## src/rtl/seg_pkg.sv

```systemverilog
// ----------------------------------------------------------------------------
// seg_pkg
// Shared definitions for the scrolling seven-segment controller.
//   mode_t         : operating mode encodings driven on the 'mode' port
//   SEG_BLANK      : active-low pattern with every segment dark
//   SEG_ZERO       : active-low pattern that shows the digit 0
//   HEX_SEG_TABLE  : hex value -> active-low segment pattern {g,f,e,d,c,b,a}
// ----------------------------------------------------------------------------
package seg_pkg;

    typedef enum logic [1:0] {
        MODE_STATIC = 2'b00,
        MODE_ROTL   = 2'b01,
        MODE_ROTR   = 2'b10,
        MODE_BLINK  = 2'b11
    } mode_t;

    localparam logic [6:0] SEG_BLANK = 7'h7F;
    localparam logic [6:0] SEG_ZERO  = 7'h40;

    // Index 0 is the first element; bit 6 is segment g, bit 0 is segment a.
    localparam logic [6:0] HEX_SEG_TABLE [16] = '{
        7'h40, 7'h79, 7'h24, 7'h30,
        7'h19, 7'h12, 7'h02, 7'h78,
        7'h00, 7'h10, 7'h08, 7'h03,
        7'h46, 7'h21, 7'h06, 7'h0E
    };

endpackage

```

## src/rtl/seg7_hex_dec.sv

```systemverilog
// ----------------------------------------------------------------------------
// seg7_hex_dec
// Purely combinational hex to seven-segment decoder, active-low outputs.
//   i_hex : 4-bit digit value 0..F
//   o_seg : active-low segment pattern {g,f,e,d,c,b,a}
// ----------------------------------------------------------------------------
module seg7_hex_dec
    import seg_pkg::*;
(
    input  logic [3:0] i_hex,
    output logic [6:0] o_seg
);

    assign o_seg = HEX_SEG_TABLE[i_hex];

endmodule

```

## src/rtl/seg_scroll_ctrl.sv

```systemverilog
// ----------------------------------------------------------------------------
// seg_scroll_ctrl
// Holds a word of hex digits and presents it on a multi-digit seven-segment
// display, either static, rotating left/right, or blinking. Steps come from
// an internal step timer (when 'run' is high) or from a manual 'step_req'.
//
// Parameters
//   DIGITS     : number of 4-bit digits (2..16)
//   STEP_CYC   : clock cycles per automatic step (>= 2)
//
// Ports
//   CLOCK_50   : sole clock, rising edge
//   rst        : synchronous active-high reset
//   data_in    : digit values, digit 0 in bits [3:0]
//   data_load  : one-cycle strobe, captures data_in into the shadow register
//   mode       : 00 static, 01 rotate-left, 10 rotate-right, 11 blink
//   run        : enables automatic stepping from the step timer
//   step_req   : one-cycle manual step request
//   frame      : registered rotated digit word
//   seg        : registered active-low segments, digit k in [7k+6:7k]
//   step_pulse : registered one-cycle pulse, aligned with the frame update
//                that a step produces
// ----------------------------------------------------------------------------
module seg_scroll_ctrl
    import seg_pkg::*;
#(
    parameter int DIGITS   = 8,
    parameter int STEP_CYC = 12_500_000
) (
    input  logic                  CLOCK_50,
    input  logic                  rst,
    input  logic [4*DIGITS-1:0]   data_in,
    input  logic                  data_load,
    input  logic [1:0]            mode,
    input  logic                  run,
    input  logic                  step_req,
    output logic [4*DIGITS-1:0]   frame,
    output logic [7*DIGITS-1:0]   seg,
    output logic                  step_pulse
);

    localparam int OFFW = $clog2(DIGITS);
    localparam int TMRW = $clog2(STEP_CYC);

    localparam logic [OFFW-1:0] OFF_LAST = OFFW'(DIGITS - 1);
    localparam logic [TMRW-1:0] TMR_LAST = TMRW'(STEP_CYC - 1);

    // ------------------------------------------------------------------
    // State
    // ------------------------------------------------------------------
    logic [4*DIGITS-1:0] r_shadow;
    logic [OFFW-1:0]     r_offset;
    logic [TMRW-1:0]     r_timer;
    logic                r_blank;
    logic [1:0]          r_prevMode;
    logic                r_stepPend;

    logic [4*DIGITS-1:0] r_frame;
    logic [7*DIGITS-1:0] r_seg;
    logic                r_stepPulse;

    // ------------------------------------------------------------------
    // Combinational control
    // ------------------------------------------------------------------
    mode_t               w_mode;
    logic                w_modeChange;
    logic                w_active;
    logic                w_timerRun;
    logic                w_tick;
    logic                w_step;

    logic [OFFW-1:0]     w_offsetNext;
    logic [TMRW-1:0]     w_timerNext;
    logic                w_blankNext;

    logic [4*DIGITS-1:0] w_frame;
    logic [7*DIGITS-1:0] w_segDec;

    assign w_mode       = mode_t'(mode);
    assign w_modeChange = (mode != r_prevMode);
    assign w_active     = (w_mode != MODE_STATIC);

    // The cycle in which a mode change is seen only clears state, so both
    // the timer and the step are suppressed there.
    assign w_timerRun   = run && w_active && !w_modeChange;
    assign w_tick       = w_timerRun && (r_timer == TMR_LAST);

    // A tick and a manual request in the same cycle merge into one step.
    assign w_step       = w_active && !w_modeChange && (w_tick || step_req);

    // Next offset / timer / blank. Offset wraps explicitly at DIGITS-1 so
    // that non-power-of-two digit counts behave correctly.
    always_comb begin
        w_offsetNext = r_offset;
        w_timerNext  = r_timer;
        w_blankNext  = r_blank;
        if (w_modeChange) begin
            w_offsetNext = '0;
            w_timerNext  = '0;
            w_blankNext  = 1'b0;
        end else begin
            if (w_timerRun) begin
                w_timerNext = (r_timer == TMR_LAST) ? '0 : r_timer + 1'b1;
            end
            if (w_step) begin
                case (w_mode)
                    MODE_ROTL:  w_offsetNext = (r_offset == OFF_LAST) ? '0 : r_offset + 1'b1;
                    MODE_ROTR:  w_offsetNext = (r_offset == '0) ? OFF_LAST : r_offset - 1'b1;
                    MODE_BLINK: w_blankNext  = !r_blank;
                    default:    ;
                endcase
            end
        end
    end

    // Frame digit k is shadow digit (k + offset) mod DIGITS.
    always_comb begin : p_rotate
        int src;
        w_frame = '0;
        for (int k = 0; k < DIGITS; k++) begin
            src = k + int'(r_offset);
            if (src >= DIGITS) begin
                src = src - DIGITS;
            end
            w_frame[4*k +: 4] = r_shadow[4*src +: 4];
        end
    end

    for (genvar k = 0; k < DIGITS; k++) begin : g_dec
        seg7_hex_dec u_dec (
            .i_hex (w_frame[4*k +: 4]),
            .o_seg (w_segDec[7*k +: 7])
        );
    end

    // ------------------------------------------------------------------
    // Control state registers. Reset wins over load, step and mode change.
    // r_prevMode tracks 'mode' even in reset so that leaving reset is not
    // mistaken for a mode change.
    // ------------------------------------------------------------------
    always_ff @(posedge CLOCK_50) begin
        if (rst) begin
            r_shadow   <= '0;
            r_offset   <= '0;
            r_timer    <= '0;
            r_blank    <= 1'b0;
            r_prevMode <= mode;
            r_stepPend <= 1'b0;
        end else begin
            if (data_load) begin
                r_shadow <= data_in;
            end
            r_offset   <= w_offsetNext;
            r_timer    <= w_timerNext;
            r_blank    <= w_blankNext;
            r_prevMode <= mode;
            r_stepPend <= w_step;
        end
    end

    // ------------------------------------------------------------------
    // Output registers: one cycle behind the control state, so the step
    // pulse is delayed by r_stepPend to line up with the new frame.
    // ------------------------------------------------------------------
    always_ff @(posedge CLOCK_50) begin
        if (rst) begin
            r_frame     <= '0;
            r_seg       <= {DIGITS{SEG_ZERO}};
            r_stepPulse <= 1'b0;
        end else begin
            r_frame     <= w_frame;
            r_seg       <= r_blank ? {DIGITS{SEG_BLANK}} : w_segDec;
            r_stepPulse <= r_stepPend;
        end
    end

    assign frame      = r_frame;
    assign seg        = r_seg;
    assign step_pulse = r_stepPulse;

endmodule

```

## config.mk

```make
export PLATFORM = sky130hd
export DESIGN_NAME = seg_scroll_ctrl
export DESIGN_NICKNAME = d
export VERILOG_FILES = /design/src/rtl/seg_pkg.sv /design/src/rtl/seg7_hex_dec.sv /design/src/rtl/seg_scroll_ctrl.sv
export SDC_FILE = /design/constraint.sdc
export NUM_CORES = 1
export LEC_CHECK = 0
export CORE_MARGIN = 1
export CORE_UTILIZATION = 50
export CTS_BUF_LIST = sky130_fd_sc_hd__clkbuf_2 sky130_fd_sc_hd__clkbuf_4 sky130_fd_sc_hd__clkbuf_8
export CTS_CLUSTER_SIZE = 8
export DETAILED_ROUTE_END_ITERATION = 7
export PLACE_DENSITY = 0.75
export SYNTH_ARGS = -nofsm -noshare
export SYNTH_HDL_FRONTEND = slang
export SYNTH_SLANG_ARGS = --single-unit
```

## constraint.sdc

```tcl
create_clock -name CLOCK_50 -period 4.4 [get_ports CLOCK_50]
set_clock_uncertainty 0.15 [all_clocks]
set_input_delay 0.66 -clock CLOCK_50 [delete_from_list [all_inputs] [get_ports CLOCK_50]]
set_output_delay 0.66 -clock CLOCK_50 [all_outputs]
set_load 0.03 [all_outputs]
```

# == After elaboration in Yosys (flattened, before gate mapping) ==
# Memories as Yosys holds them, arrays and structs flattened.
# Index checks and enable logic that the tools add are counted.
# op_classes
add_sub_neg,18
n_lt_le_gt_ge,16
n_eq_ne,6
n_shift,8
mux,29
bitwise_logic,8
n_reduce_logical,15
# ops
op,n
32-bit by 32-bit variable part select with 4-bit output,8
30-bit two-way mux,8
7-bit two-way mux,16
55-bit two-way mux,1
5-bit greater-or-equal comparator (second input constant),8
4-bit inverter with 5-bit output,8
4-bit by 4-bit subtractor with 5-bit output (second input constant),7
4-bit greater-or-equal comparator (second input constant),7
24-bit by 1-bit adder with 24-bit output (second input constant),1
24-bit == test (second input constant),1
24-bit two-way mux,1
3-bit by 3-bit adder with 4-bit output (first input constant),4
2-bit by 3-bit adder with 4-bit output (first input constant),2
3-bit two-way mux,2
3-bit one-hot mux with 2 select lines,1
1-bit logical AND,5
3-bit by 4-bit subtractor with 5-bit output (second input constant),1
1-bit by 3-bit adder with 4-bit output (first input constant),1
2-bit == test (second input constant),2
3-bit by 4-bit greater-or-equal comparator with 1-bit output (second input constant),1
2-bit AND reduction,2
2-bit nonzero test,2
2-bit OR reduction,2
3-bit by 1-bit adder with 3-bit output (second input constant),1
other kinds (7),8
# totals
register_bits,152
romBits,896
input_bits,39
out_inout_bits,89
word_cells,118
memories,8
# memory_table
name,words,width,rd,rd_clocked_by_memory_dff,wr,line,source
(no name shown),16,7,1,0,0,seg7_hex_dec.sv:14,assign o_seg = HEX_SEG_TABLE[i_hex];
(no name shown),16,7,1,0,0,seg7_hex_dec.sv:14,
(no name shown),16,7,1,0,0,seg7_hex_dec.sv:14,
(no name shown),16,7,1,0,0,seg7_hex_dec.sv:14,
(no name shown),16,7,1,0,0,seg7_hex_dec.sv:14,
(no name shown),16,7,1,0,0,seg7_hex_dec.sv:14,
+2 memories,-,-,-,-,-,-,

# == Logic depth before layout (Yosys ltp) ==
# Gate-level depths: netlist of the first run.
# depth
word_depth,9
ltp_mapped,15
ltp_nobuf,11

# == Modules after synthesis ==
# A second synthesis of the first run with hierarchy kept.
# unflattened
cells_unflattened,893
hier_area_um2,8577.0
# modules_own_cells
mod,instances,cells_per_inst,area_each_um2,seq_area_each_um2
seg_scroll_ctrl,1,635,6387.4,3042.9
seg7_hex_dec (g_dec[2].u_dec ...),6,32,275.3,0.0
seg7_hex_dec (g_dec[0].u_dec ...),2,33,269.0,0.0

# == Worst setup path after synthesis of the first run ==
# OpenSTA, ideal clock, no wires.
# synth_timing
path_type,register to register
from,register r_offset[0]
to,"register r_seg[55], in the netlist seg[55]"
setup_ps,122
arrival_ps,3041
required_time_ps,4128
setup_slack_ps,1087
path_stages_with_launch,13
path_buffers,4
period_less_slack_ps,3313
cell_sequence,dfxtp_1 inv_2 buf_2 ha_1 buf_6 buf_12 buf_6 mux4_2 mux2i_1 inv_1 ha_1 mux2_2 a221o_1
# synth_via
elab_chain_len,8
elab_cells_between_ends,9
cone_classes,add/sub (2); order compare (1); shift (1); mux (3); bitwise (1); memory (1)
# synth_lines
element,line,source
start: declaration,seg_scroll_ctrl.sv:52,logic [OFFW-1:0] r_offset;
start signal: assignment,seg_scroll_ctrl.sv:153,r_offset <= w_offsetNext;
3-bit by 3-bit adder with 4-bit output (*),seg_scroll_ctrl.sv:121,src = k + int'(r_offset);
4-bit by 4-bit subtractor with 5-bit output or 4-bit greater-or-equal comparator (tied branches),"seg_scroll_ctrl.sv:123, seg_scroll_ctrl.sv:122",
30-bit two-way mux (*),seg_scroll_ctrl.sv:122,if (src >= DIGITS) begin
32-bit by 32-bit variable part select with 4-bit output (*),seg_scroll_ctrl.sv:125,w_frame[4*k +: 4] = r_shadow[4*src +: 4];
4-bit inverter with 5-bit output (not written as such) (*),seg7_hex_dec.sv:14,
memory read 16 x 7 bit (*),-,
7-bit two-way mux (not written as such) (*) (2 in a row),seg7_hex_dec.sv:14,
end signal: assignment,seg_scroll_ctrl.sv:168,r_seg <= {DIGITS{SEG_ZERO}};
end signal: assignment,seg_scroll_ctrl.sv:172,r_seg <= r_blank ? {DIGITS{SEG_BLANK}} : w_segDec;
end: declaration,seg_scroll_ctrl.sv:59,logic [7*DIGITS-1:0] r_seg;
# Every way passes the cells marked *; elsewhere a longest branch is shown, timed or not. The select of a mux whose other input is x is not followed.
# A chain may end at the register's enable or synchronous reset.

# == Final worst setup path of the first run ==
# layout_timing
from,register r_offset[1]
to,"register r_seg[21], in the netlist seg[21]"
# layout_via
elab_chain_len,9
elab_cells_between_ends,10
cone_classes,add/sub (2); order compare (1); shift (1); mux (4); bitwise (1); memory (1)
# layout_lines
element,line
2-bit by 3-bit adder with 4-bit output (*),seg_scroll_ctrl.sv:121
4-bit by 4-bit subtractor with 5-bit output or 4-bit greater-or-equal comparator (tied branches),"seg_scroll_ctrl.sv:123, seg_scroll_ctrl.sv:122"
30-bit two-way mux (*),seg_scroll_ctrl.sv:122
32-bit by 32-bit variable part select with 4-bit output (*),seg_scroll_ctrl.sv:125
4-bit inverter with 5-bit output (not written as such) (*),seg7_hex_dec.sv:14
memory read 16 x 7 bit (*),-
7-bit two-way mux (not written as such) (*) (2 in a row),seg7_hex_dec.sv:14
55-bit two-way mux (*),seg_scroll_ctrl.sv:172
# Marked as above.

==> flow_metrics.py, run 1 <==
metrics = {
    "global_routing": {
        "grt_pass1_wl_um": 32900,
        "grt_pass1_vias": 6446,
        "grt_max_degree": 67,
        "antenna_found_initial": 0,
        "gr-usage-all-layers_pct": 23.4,
        "grt_overflow": 0,
    },
    "power_and_ir_drop": {
        "ir_drop_mv": 0.198,
        "power_w": 0.00332,
        "p_leak_nw": 4.09,
        "power.density_nw_per_um2": 321,
    },
    "clock_tree": {
        "cts_num_sinks": 152,
        "clockRootBuffer": "clkbuf_8",
        "h-tree-depth": 4,
        "cts_tree": "yes",
        "numCtsBuffers": 17,
        "worstSkewPairLatency_ns": 0.46,
        "cts_setup_buffers": 0,
        "ctsResizeCount": 0,
        "path_clk_slew_ns": 0.09,
        "hold_buffers": 0,
        "clockBufferDepth": 2,
    },
    "synth": {
        "synth_common_cells": "152 x dfxtp_1, 134 x nor2_1, 110 x mux2i_1, 55 x ha_1, 36 x nand2_1",
        "synth_fp_nets": 968,
        "yosys.cell_count.top_type": "dfxtp_1",
        "synth_warnings": 0,
        "synth_top_area_share_pct": 35.2,
        "synthesis.area_um2": 8630,
        "synth_flop_cell": "dfxtp_1",
        "async_flop_share_pct": 0,
        "synth.distinct_cells": 69,
        "syn_avg_cell_area_um2": 9.88,
        "synth_seq_cells": 152,
        "synth_edf_count": 0,
        "seq_area_frac_synth_pct": 35.2,
        "netlist_instances": 874,
        "synth.area.top_cells": "dfxtp_1 35%, mux2i_1 13%, mux4_2 8.1%",
        "yosys.area.top_type": "dfxtp_1",
    },
    "setup_path": {
        "end_kind": "flop",
        "worstPathMaxFanout": 15,
        "start_kind": "flop",
        "worstSetupPathType": "reg2reg",
        "worstPathRequired_ns": 4.58,
        "critPathArrivalTime_ns": 3.67,
    },
    "sta": {
        "fin_setup_tns_ns": 0,
        "finalMaxSlewViolations": 0,
        "rsz0062_at_grt": "no",
        "fmax_mhz": 286,
        "finalHoldViolCount": 0,
        "worst_slew_pin_slew_ns": 0.925,
        "post-route-min-period_ns": 3.50,
        "layout_worst_path_cycle_share_pct": 79.5,
        "setup_violations": 0,
        "layout_setup_ws_ns": 0.904,
        "slew_headroom_pct": 38.4,
    },
    "route": {
        "first_pass_iters": 5,
        "num_vias": 6918,
        "vias_per_cell": 5.74,
        "drc_errors": 0,
        "first_iter_violations": 540,
        "wl_um": 20500,
        "wl_per_cell_um": 17.0,
        "ant_nets": 0,
    },
    "floorplanning": {
        "die-height_um": 133,
        "die_x_um": 133,
        "coreArea_um2": 16700,
        "initial_core_util_pct": 51.7,
        "die-area_um2": 17800,
        "io_pins": 128,
        "rows": 47,
    },
    "place": {
        "port_buffers": 127,
        "place_inst": 1176,
        "gp_congestion": 0.906,
        "dp_slack_ns": 1.00,
        "hpwl_um": 14500,
    },
    "cells_and_area": {
        "drive_gt1_share_pct": 10.9,
        "layout.nets": 1069,
        "layout-area-overhead-vs-synth_pct": 19.8,
        "num-fill-cells": 1454,
        "diodes": 0,
        "final_cells": 1206,
        "postLayoutCoreUtil_pct": 61.9,
    },
    "run_status": {
        "outcome": "complete, no violations",
    },
    "worst_hold_path": {
        "hold_path.class": "reg2reg",
    },
    "job": {
        "cap_violations": 0,
    },
}
## worst paths after layout
| path | from | to | slack (ns) | cells after the start |
|---|---|---|---|---|
| worst max register to register | r_offset[1] | seg[21] | 0.90 | 9 |
| worst min-delay path | r_timer[1] | r_timer[1] | 0.33 | 2 |
| worst min register to register | r_timer[1] | r_timer[1] | 0.33 | 2 |
| worst max-delay path | r_offset[1] | seg[21] | 0.90 | 9 |
## worst max-delay path: stages, from the launching register on
cell,delay (ns)
dfxtp_2,0.33
inv_1,0.09
ha_1,0.73
buf_4,0.36
mux2i_1,0.28
mux2i_1,0.12
o221ai_2,0.63
nor2_1,0.14
a2111oi_0,0.43
a211oi_1,0.09
## cell families after synthesis
| logic type | share of synthesized area [%] |
|---|---|
| mux | 23.7 |
| buf+inv | 5.83 |
| simple gates | 13.7 |
| flops | 35.2 |
| fa+ha+maj | 7.97 |
| compound gates | 10.4 |
| xor+xnor | 3.14 |
## power breakdown
group / leakage [nW] / switching (W) / total (W) / internal, W
Clock: 0.217 / 0.000533 / 0.00122 / 0.000684
Sequential: 1.24 / 0.0000512 / 0.00149 / 0.00144
Combinational: 2.63 / 0.000347 / 0.000613 / 0.000265
Total: 4.09 / 0.000932 / 0.00332 / 0.00239
## layer usage
metal  share of wire [%]  GRT usage (%)  vias to the layer above
met5                   0              0                        -
met2                  45           36.3                      259
met4                 2.2           9.41                        0
met3                 6.1           5.02                       38
li1                    -              -                     3328
met1                  46           31.7                     3293
## metrics by stage
stage	hold slack [ns]	cell area [um^2]
after detailed placement	0.316	9900
after floorplan	0.264	8630
final	0.326	10300
after global placement	0.310	9900
after global routing	0.339	10300
after CTS	0.329	10300
## area by class of cell
cell class	count	area (um^2)	share of cell area (%)
Multi-Input combinational cell	627	5090	49.2
Timing Repair Buffer	137	1340	12.9
Clock buffer	18	248	2.39
Sequential cell	152	3040	29.4
Clock inverter	12	200	1.94
Tap cell	220	275	2.66
Inverter	40	150	1.45
## cells in the final DEF, fill, tap and decap left out, types with 18 or more instances in the layout
master           instances
clkbuf_8                18
nor2_1                 134
ha_1                    55
mux2i_1                110
mux4_2                  31
clkdlybuf4s50_1        125
a21oi_1                 33
dfxtp_1                151
nand2_1                 36
inv_1                   35
## registers in the layout, indices dropped and copies added, names as in the netlist
name / cells
frame: 32
r_timer: 24
r_blank: 1
step_pulse: 1
seg: 56
r_prevMode: 2
r_shadow: 32
r_offset: 3
r_stepPend: 1
Power figures use the tool's default switching activity.
==> run 2, diff against run 1 <==
--- a/config.mk
+++ b/config.mk
@@ -10,7 +10,7 @@
 export CTS_BUF_LIST = sky130_fd_sc_hd__clkbuf_2 sky130_fd_sc_hd__clkbuf_4 sky130_fd_sc_hd__clkbuf_8
 export CTS_CLUSTER_SIZE = 8
 export DETAILED_ROUTE_END_ITERATION = 7
-export PLACE_DENSITY = 0.75
+export PLACE_DENSITY = 0.77
 export SYNTH_ARGS = -nofsm -noshare
 export SYNTH_HDL_FRONTEND = slang
 export SYNTH_SLANG_ARGS = --single-unit
==> constraint.sdc (replaced) <==
create_clock -name CLOCK_50 -period 2.8 [get_ports CLOCK_50]
set_clock_uncertainty 0.15 [all_clocks]
set_input_delay 0.42 -clock CLOCK_50 [delete_from_list [all_inputs] [get_ports CLOCK_50]]
set_output_delay 0.42 -clock CLOCK_50 [all_outputs]
set_load 0.03 [all_outputs]
==> run 2 against run 1 <==
Net effect: the flow now finishes with violations (setup timing); core utilization is 5.0 points higher; largest power group unchanged; flip-flop and latch count unchanged; critical path type unchanged; register-to-register slack lost 0.93 ns; critical path depth decreased by 1; largest cell class unchanged; die area unchanged; sequential power increased by 58%; via count grew 6.7%; fmax grew 24%; clock power increased by 56%.
==> flow_metrics.py, run 2 (same netlist as run 1, synthesis figures left out) <==
metrics = {
    "route": {
        "first_iter_violations": 614,
        "num_vias": 7381,
        "drc_errors": 0,
        "vias_per_cell": 5.79,
        "ant_nets": 0,
        "wl_per_cell_um": 17.7,
        "wl_um": 22600,
        "first_pass_iters": 5,
    },
    "floorplanning": {
        "die-height_um": 133,
        "io_pins": 128,
        "die-area_um2": 17800,
        "die_x_um": 133,
        "initial_core_util_pct": 51.7,
        "rows": 47,
        "coreArea_um2": 16700,
    },
    "place": {
        "hpwl_um": 15700,
        "gp_congestion": 0.941,
        "place_inst": 1222,
        "port_buffers": 127,
        "dp_slack_ns": 0.0309,
    },
    "sta": {
        "finalMaxSlewViolations": 0,
        "slew_headroom_pct": 65.0,
        "layout_worst_path_cycle_share_pct": 101,
        "worst_slew_pin_slew_ns": 0.526,
        "post-route-min-period_ns": 2.83,
        "finalHoldViolCount": 0,
        "setup_violations": 1,
        "rsz0062_at_grt": "yes",
        "fmax_mhz": 354,
        "layout_setup_ws_ns": -0.0250,
    },
    "power_and_ir_drop": {
        "seq_power_share_pct": 44.2,
        "power_switching_w": 0.00154,
        "p_leak_nw": 4.46,
        "swShare_pct": 28.9,
        "p_int_w": 0.00378,
        "power_frac_clock_pct": 35.6,
        "ir_drop_mv": 0.314,
        "power.density_nw_per_um2": 475,
        "power_frac_comb_pct": 20.2,
    },
    "global_routing": {
        "gr-usage-all-layers_pct": 24.9,
        "grt_max_degree": 76,
        "antenna_found_initial": 0,
        "grt_overflow": 0,
        "grt_pass1_wl_um": 34800,
        "grt_pass1_vias": 6734,
    },
    "cells_and_area": {
        "layout-area-overhead-vs-synth_pct": 29.5,
        "final_common_cell": "dfxtp_1",
        "layout.nets": 1134,
        "final_cells": 1274,
        "mostFrequentLayoutCells": "150 x dfxtp_1, 133 x nor2_1, 125 x clkdlybuf4s50_1",
        "drive_gt1_share_pct": 19.0,
        "largest_reg_flops": 56,
    },
    "worst_hold_path": {
        "hold_path.class": "in2reg",
    },
    "clock_tree": {
        "worstSkewPairLatency_ns": 0.46,
        "numCtsBuffers": 17,
        "cts_num_sinks": 152,
        "h-tree-depth": 4,
        "cts_tree": "yes",
        "path_clk_slew_ns": 0.09,
        "hold_buffers": 0,
        "clockRootBuffer": "clkbuf_8",
        "clockBufferDepth": 2,
    },
    "run_status": {
        "outcome": "finished, violations left",
        "violations": "setup timing",
    },
    "setup_path": {
        "critPathArrivalTime_ns": 3.02,
        "worstSetupPathType": "reg2reg",
        "end_kind": "flop",
        "worstPathMaxFanout": 11,
        "start_kind": "flop",
        "worstPathRequired_ns": 2.99,
    },
    "job": {
        "cap_violations": 0,
    },
}
[run 2: cell count changes in the layout (fill, tap and decap cells not counted), moves of 4 or more]
| cell | before | now |
|---|---|---|
| buf_4 | 11 | 64 |
| ha_1 | 55 | 45 |
| buf_12 | 0 | 8 |
| ha_4 | 0 | 7 |
| inv_1 | 35 | 30 |
| inv_2 | 3 | 7 |
[run 2: layout make-up]
class / count / area [um^2]
antenna: 1 / 2.50
fill: 1314 / 5520
inverter: 40 / 156
multi-input combinational: 628 / 5300
sequential: 152 / 3050
clock inverter: 13 / 193
clock buffer: 19 / 262
timing repair buffer: 201 / 1940
tap: 220 / 275
[run 2: power groups by stage]
stage                     sequential [W]  combinational [W]  clock, W
after floorplan                  0.00253           0.000504         0
after global placement           0.00240            0.00100         0
after detailed placement         0.00240            0.00102         0
after CTS                        0.00235            0.00102   0.00193
after global routing             0.00236            0.00115   0.00203
final                            0.00235            0.00107   0.00190
[run 2: metrics by stage]
step	TNS [ns]	util (%)	power (W)	instance area (um^2)	hold slack (ns)
after floorplan	-1.28	-	0.00303	8730	0.264
after global placement	0	62.4	0.00340	10400	0.310
after detailed placement	0	62.4	0.00342	10400	0.319
after CTS	0	65.1	0.00530	10900	0.198
after global routing	-0.664	67.0	0.00554	11200	0.223
final	-0.0250	67.0	0.00532	11200	0.227
[run 2: worst paths after layout]
check / from / cells past startpoint / slack, ns / endpoint
min: rst / 2 / 0.23 / r_shadow[23]
max: r_offset[1] / 8 / -0.03 / seg[24]
max reg2reg: r_offset[1] / 8 / -0.03 / seg[24]
min reg2reg: r_timer[1] / 2 / 0.33 / r_timer[1]
[run 2: layer usage]
layer | track usage (%) | vias up | part of all wire (%)
met5 | 0 | - | 0
met1 | 32.8 | 3533 | 44
met3 | 6.43 | 47 | 7.9
met2 | 39.5 | 328 | 46
li1 | - | 3473 | -
met4 | 8.96 | 0 | 2.2
[run 2: what timing repair did]
| action | in CTS | in global routing |
|---|---|---|
| setup endpoints to repair | 1 | 28 |
| gates cloned | 0 | 2 |
| pin swaps | 0 | 4 |
| resized for setup | 1 | 27 |
| setup buffers | 0 | 17 |
[run 2: critical path: stages, from the launching register on]
cell       delay [ns]
dfxtp_4          0.38
inv_2            0.06
ha_4             0.35
buf_12           0.16
mux2_2           0.37
mux4_2           0.58
buf_4            0.20
a2111oi_2        0.35
a211oi_1         0.09
==> RTL change 1: new RTL, config.mk and constraints of run 1 <==
Change the parameter `STEP_CYC` from 12_500_000 to 6_250_000.
--- a/src/rtl/seg_scroll_ctrl.sv
+++ b/src/rtl/seg_scroll_ctrl.sv
@@ -25,7 +25,7 @@
     import seg_pkg::*;
 #(
     parameter int DIGITS   = 8,
-    parameter int STEP_CYC = 12_500_000
+    parameter int STEP_CYC = 6_250_000
 ) (
     input  logic                  CLOCK_50,
     input  logic                  rst,
Function: same outputs for any inputs over 4 cycles, from zero or initial values and one cycle with rst high; that may be too few to reach the edited logic, so the function may still have changed.
==> RTL change 1 against run 1 <==
- design area is 0.42% lower
- count of clock-buffer cells in the layout is 3 higher
- routed wire length is 1.5% lower
- die area is 0.80% lower
- synthesized area is 0.81% lower
- sequential cell count is 1 lower
- total power is 0.51% higher
- sequential share of layout area is 0.081 points lower
- cell count is 0.17% higher
- synthesized cell count stayed put
- worst setup slack better by 0.093 ns
- largest cell class unchanged
- highest routed layer unchanged
==> RTL change 1: results <==
export IMPL_ys_seq_area_frac=0.353
export IMPL_layout_drive_gt1_share=0.115
export IMPL_grt_max_degree=110
export IMPL_crit_arrival_ns=3.56
export IMPL_synth_area_leaders="dfxtp_1, mux2i_1, ha_1"
export IMPL_min_to="step_pulse"
export IMPL_synth_cell_types=73
export IMPL_outcome="finished clean"
export IMPL_use_met2=0.360
export IMPL_worst_slew_pin_slew_ns=1.14
export IMPL_cts_setup_buffers=0
export IMPL_track_usage=0.236
export IMPL_startpoint="r_offset[0]"
export IMPL_grt_pass1_wl_um=32800
export IMPL_grt_pass1_vias=6284
export IMPL_grtUsageMet3=0.0552
export IMPL_first_pass_iters=5
export IMPL_peakVddDrop_mv=0.191
export IMPL_p_leak_uw=0.00405
export IMPL_r2r_setup_slack_ns=1.0
export IMPL_syn_nets=969
export IMPL_num_nets_final=1070
export IMPL_gp_congestion=0.914
export IMPL_r2r_end="seg[52]"
export IMPL_vias=6840
export IMPL_synth_top_cells_by_count="dfxtp_1, nor2_1, mux2i_1, ha_1, nand2_1"
export IMPL_grt_use_met1=0.325
export IMPL_worstHoldPathType="reg -> reg"
export IMPL_p_int_uw=2420
export IMPL_hpwl_um=14400
export IMPL_largest_reg_flops=56
export IMPL_cts_inserted_buffers=17
export IMPL_cts_resized=0
export IMPL_hold_start="r_stepPend"
export IMPL_yosys_most_used_dff="dfxtp_1"
export IMPL_path_max_fanout=18
export IMPL_clkLatencyLatePin_ns=0.47
export IMPL_drtIter0Drc=557
export IMPL_clkTransAtPathRegs_ns=0.09
export IMPL_post_drt_wl_per_cell_um=16.8
export IMPL_nFillCells=1386
export IMPL_holdPathStages=1
export IMPL_root_buffer="clkbuf_8"
RTL change 1: kinds of logic (layout without fill, tap and decap cells):
logic type / Yosys count / in the layout / share of synthesized area
mux: 148 / 148 / 0.223
xor+xnor: 29 / 29 / 0.0327
flops: 151 / 151 / 0.353
fa+ha+maj: 56 / 56 / 0.0818
buf+inv: 94 / 208 / 0.0579
simple gates: 263 / 263 / 0.140
compound gates: 133 / 133 / 0.112
RTL change 1: layout make-up:
class | count | area share
Inverter | 39 | 0.0142
Clock buffer | 21 | 0.0268
Tap cell | 220 | 0.0267
Clock inverter | 11 | 0.0189
Sequential cell | 151 | 0.293
Multi-Input combinational cell | 629 | 0.490
Timing Repair Buffer | 137 | 0.130
RTL change 1: power groups by stage:
stage | sequential, uW | clock, uW | combinational (uW)
2_1_floorplan | 1600 | 0 | 315
3_3_place_gp | 1510 | 0 | 604
3_5_place_dp | 1510 | 0 | 612
4_1_cts | 1480 | 1270 | 615
5_1_grt | 1490 | 1330 | 661
6_report | 1480 | 1240 | 615
RTL change 1: per-stage QoR:
stage	cell area (um2)	setup WS, ns	hold slack [ns]	instances	utilization
2_1_floorplan	8560	0.966	0.264	874	-
3_3_place_gp	9830	0.976	0.325	1176	0.591
3_5_place_dp	9830	0.812	0.326	1176	0.591
4_1_cts	10300	0.991	0.330	1208	0.619
5_1_grt	10300	0.710	0.329	1208	0.619
6_report	10300	0.996	0.324	1208	0.619
RTL change 1: how the worst max path moves through the flow:
stage | end | slack, ns | cells past startpoint
finish | seg[52] | 1.0 | 9
global route | seg[52] | 0.71 | 10
CTS | seg[52] | 0.99 | 10
detailed placement | r_timer[21] | 0.81 | 8
global placement | r_timer[13] | 0.98 | 8
floorplan | seg[55] | 0.97 | 14
RTL change 1: worst max-delay path, stage by stage (launching register included):
cell and delay (ns):
dfxtp_1 0.33, inv_2 0.35, ha_1 0.38, xor2_2 0.43
mux2i_1 0.55, inv_1 0.21, ha_1 0.27, mux2_1 0.31
nor3_1 0.18, a311oi_2 0.07
RTL change 1: routing by layer:
| layer | vias to the layer above | routed length (um) |
|---|---|---|
| met5 | - | 0 |
| met4 | 0 | 448 |
| met3 | 36 | 1320 |
| met2 | 243 | 9040 |
| met1 | 3241 | 9430 |
| li1 | 3320 | - |
==> RTL change 2: new RTL, settings of run 1 <==
Without the edit above. Put one more register stage on the output `seg`, with the module's reset. The value now appears one clock later. The other outputs are not delayed to match. Comments in the files are not updated.
--- a/src/rtl/seg_scroll_ctrl.sv
+++ b/src/rtl/seg_scroll_ctrl.sv
@@ -175,7 +175,13 @@
     end
 
     assign frame      = r_frame;
-    assign seg        = r_seg;
+    always_ff @(posedge CLOCK_50) begin
+        if (rst) begin
+            seg <= '0;
+        end else begin
+            seg <= r_seg;
+        end
+    end
     assign step_pulse = r_stepPulse;
 
 endmodule
Function: changed (Yosys sat finds a counterexample within 4 cycles, from zero or initial values and one cycle with rst high).
==> RTL change 2 against run 1 <==
- the flow now finishes with violations (design-rule violations)
- synthesized area up 15%
- worst setup slack got worse by 0.34 ns
- design area is 16% higher
- total power up 28%
- sequential cell count is 56 higher
- largest cell class unchanged
- utilization is 0.10 points lower
- routed wire length is 8.9% higher
==> RTL change 2: results <==
export IMPL_grt_pass1_vias=7123
export IMPL_dpl_worst_slack_ns=0.587
export IMPL_routed_wl_um=22400
export IMPL_clock_path_buffers=3
export IMPL_cts_inserted_buffers=35
export IMPL_root_buffer="clkbuf_8"
export IMPL_p_switching_uw=1110
export IMPL_track_usage=0.225
export IMPL_vias=7599
export IMPL_antenna_found_initial=0
export IMPL_drc=2
export IMPL_cts_resized=0
export IMPL_synth_cell_types=63
export IMPL_gp_congestion=0.945
export IMPL_violations="design-rule violations"
export IMPL_drtIter0Drc=612
export IMPL_report_final_slew_viol_count=0
export IMPL_io_buffers=127
export IMPL_syn_nets=1067
export IMPL_ys_seq_area_frac=0.419
export IMPL_yosysWarnings=0
export IMPL_async_flop_share=0
export IMPL_reg_largest_list="r_seg x56, seg x56"
export IMPL_syn_area_per_cell_um2=10.2
export IMPL_first_pass_iters=7
export IMPL_p_leak_uw=0.00474
export IMPL_grt_max_degree=84
export IMPL_clkLatencyLatePin_ns=0.52
export IMPL_outcome="complete, but fails checks"
export IMPL_cap_violations=0
export IMPL_crit_arrival_ns=4.10
export IMPL_synth_edff_count=0
export IMPL_cts_htree_levels=2
export IMPL_placed_cell_area_mm2=0.0114
export IMPL_peakVddDrop_mv=0.181
export IMPL_cts_setup_buffers=0
export IMPL_viasPerCell=5.52
export IMPL_worst_slew_pin_slew_ns=0.926
export IMPL_hpwl_um=15900
export IMPL_synth_area_leaders="dfxtp_1, mux2i_1, mux4_2"
export IMPL_synth_top_cells_by_count="dfxtp_1, nor2_1, mux2i_1, nor2b_1, ha_1"
export IMPL_grt_pass1_wl_um=36300
export IMPL_worstHoldPathType="reg -> reg"
export IMPL_layout_drive_gt1_share=0.133
export IMPL_num_antenna_cells=0
export IMPL_clkTransAtPathRegs_ns=0.06
export IMPL_num_nets_final=1187
export IMPL_placed_cells=1321
export IMPL_path_max_fanout=17
[RTL change 2: cells by family (layout without fill, tap and decap cells)]
| family | count (synthesis) | after routing | share of synthesized area |
|---|---|---|---|
| adders and majority gates | 55 | 55 | 0.0693 |
| buffers and inverters | 98 | 236 | 0.0417 |
| and+or+nand+nor | 303 | 303 | 0.152 |
| AOI/OAI and AO/OA | 134 | 134 | 0.0962 |
| DFF | 208 | 208 | 0.419 |
| xor gates and xnor gates | 27 | 27 | 0.0238 |
| muxes | 148 | 148 | 0.198 |
[RTL change 2: cell type report]
class	instances	area, um2
Fill cell	1583	7430
Multi-Input combinational cell	667	5350
Sequential cell	208	4170
Timing Repair Buffer	144	1390
Clock buffer	48	617
Tap cell	265	332
Inverter	37	139
Clock inverter	7	41.3
[RTL change 2: path summary, 6_finish.rpt]
path	from	endpoint	slack [ns]	cells past startpoint
max reg2reg	r_offset[2]	r_seg[20]	0.56	8
min reg2reg	r_seg[53]	seg[53]	0.28	1
min	r_seg[53]	seg[53]	0.28	1
max	r_offset[2]	r_seg[20]	0.56	8
[RTL change 2: metal layers]
metal  part of all wire  vias up  GRT usage
met2               0.45      283      0.343
met3              0.067       58     0.0503
met1               0.45     3548      0.307
met5                  0        -          0
li1                   -     3710          -
met4              0.033        0     0.0922
[RTL change 2: critical path: stages (launching register included)]
cell and delay [ns]:
dfxtp_1 0.73, clkinv_1 0.40, ha_1 0.78, nor2_1 0.14, a22oi_1 0.52, inv_1 0.18
ha_1 0.27, mux2_2 0.27, a221o_1 0.29
[RTL change 2: power groups by stage]
stage	logic, uW	registers [uW]	clock network [uW]
after floorplan	326	2130	0
after global placement	574	2070	0
after detailed placement	583	2070	0
after CTS	586	2030	1680
after global routing	638	2040	1770
final	587	2030	1630
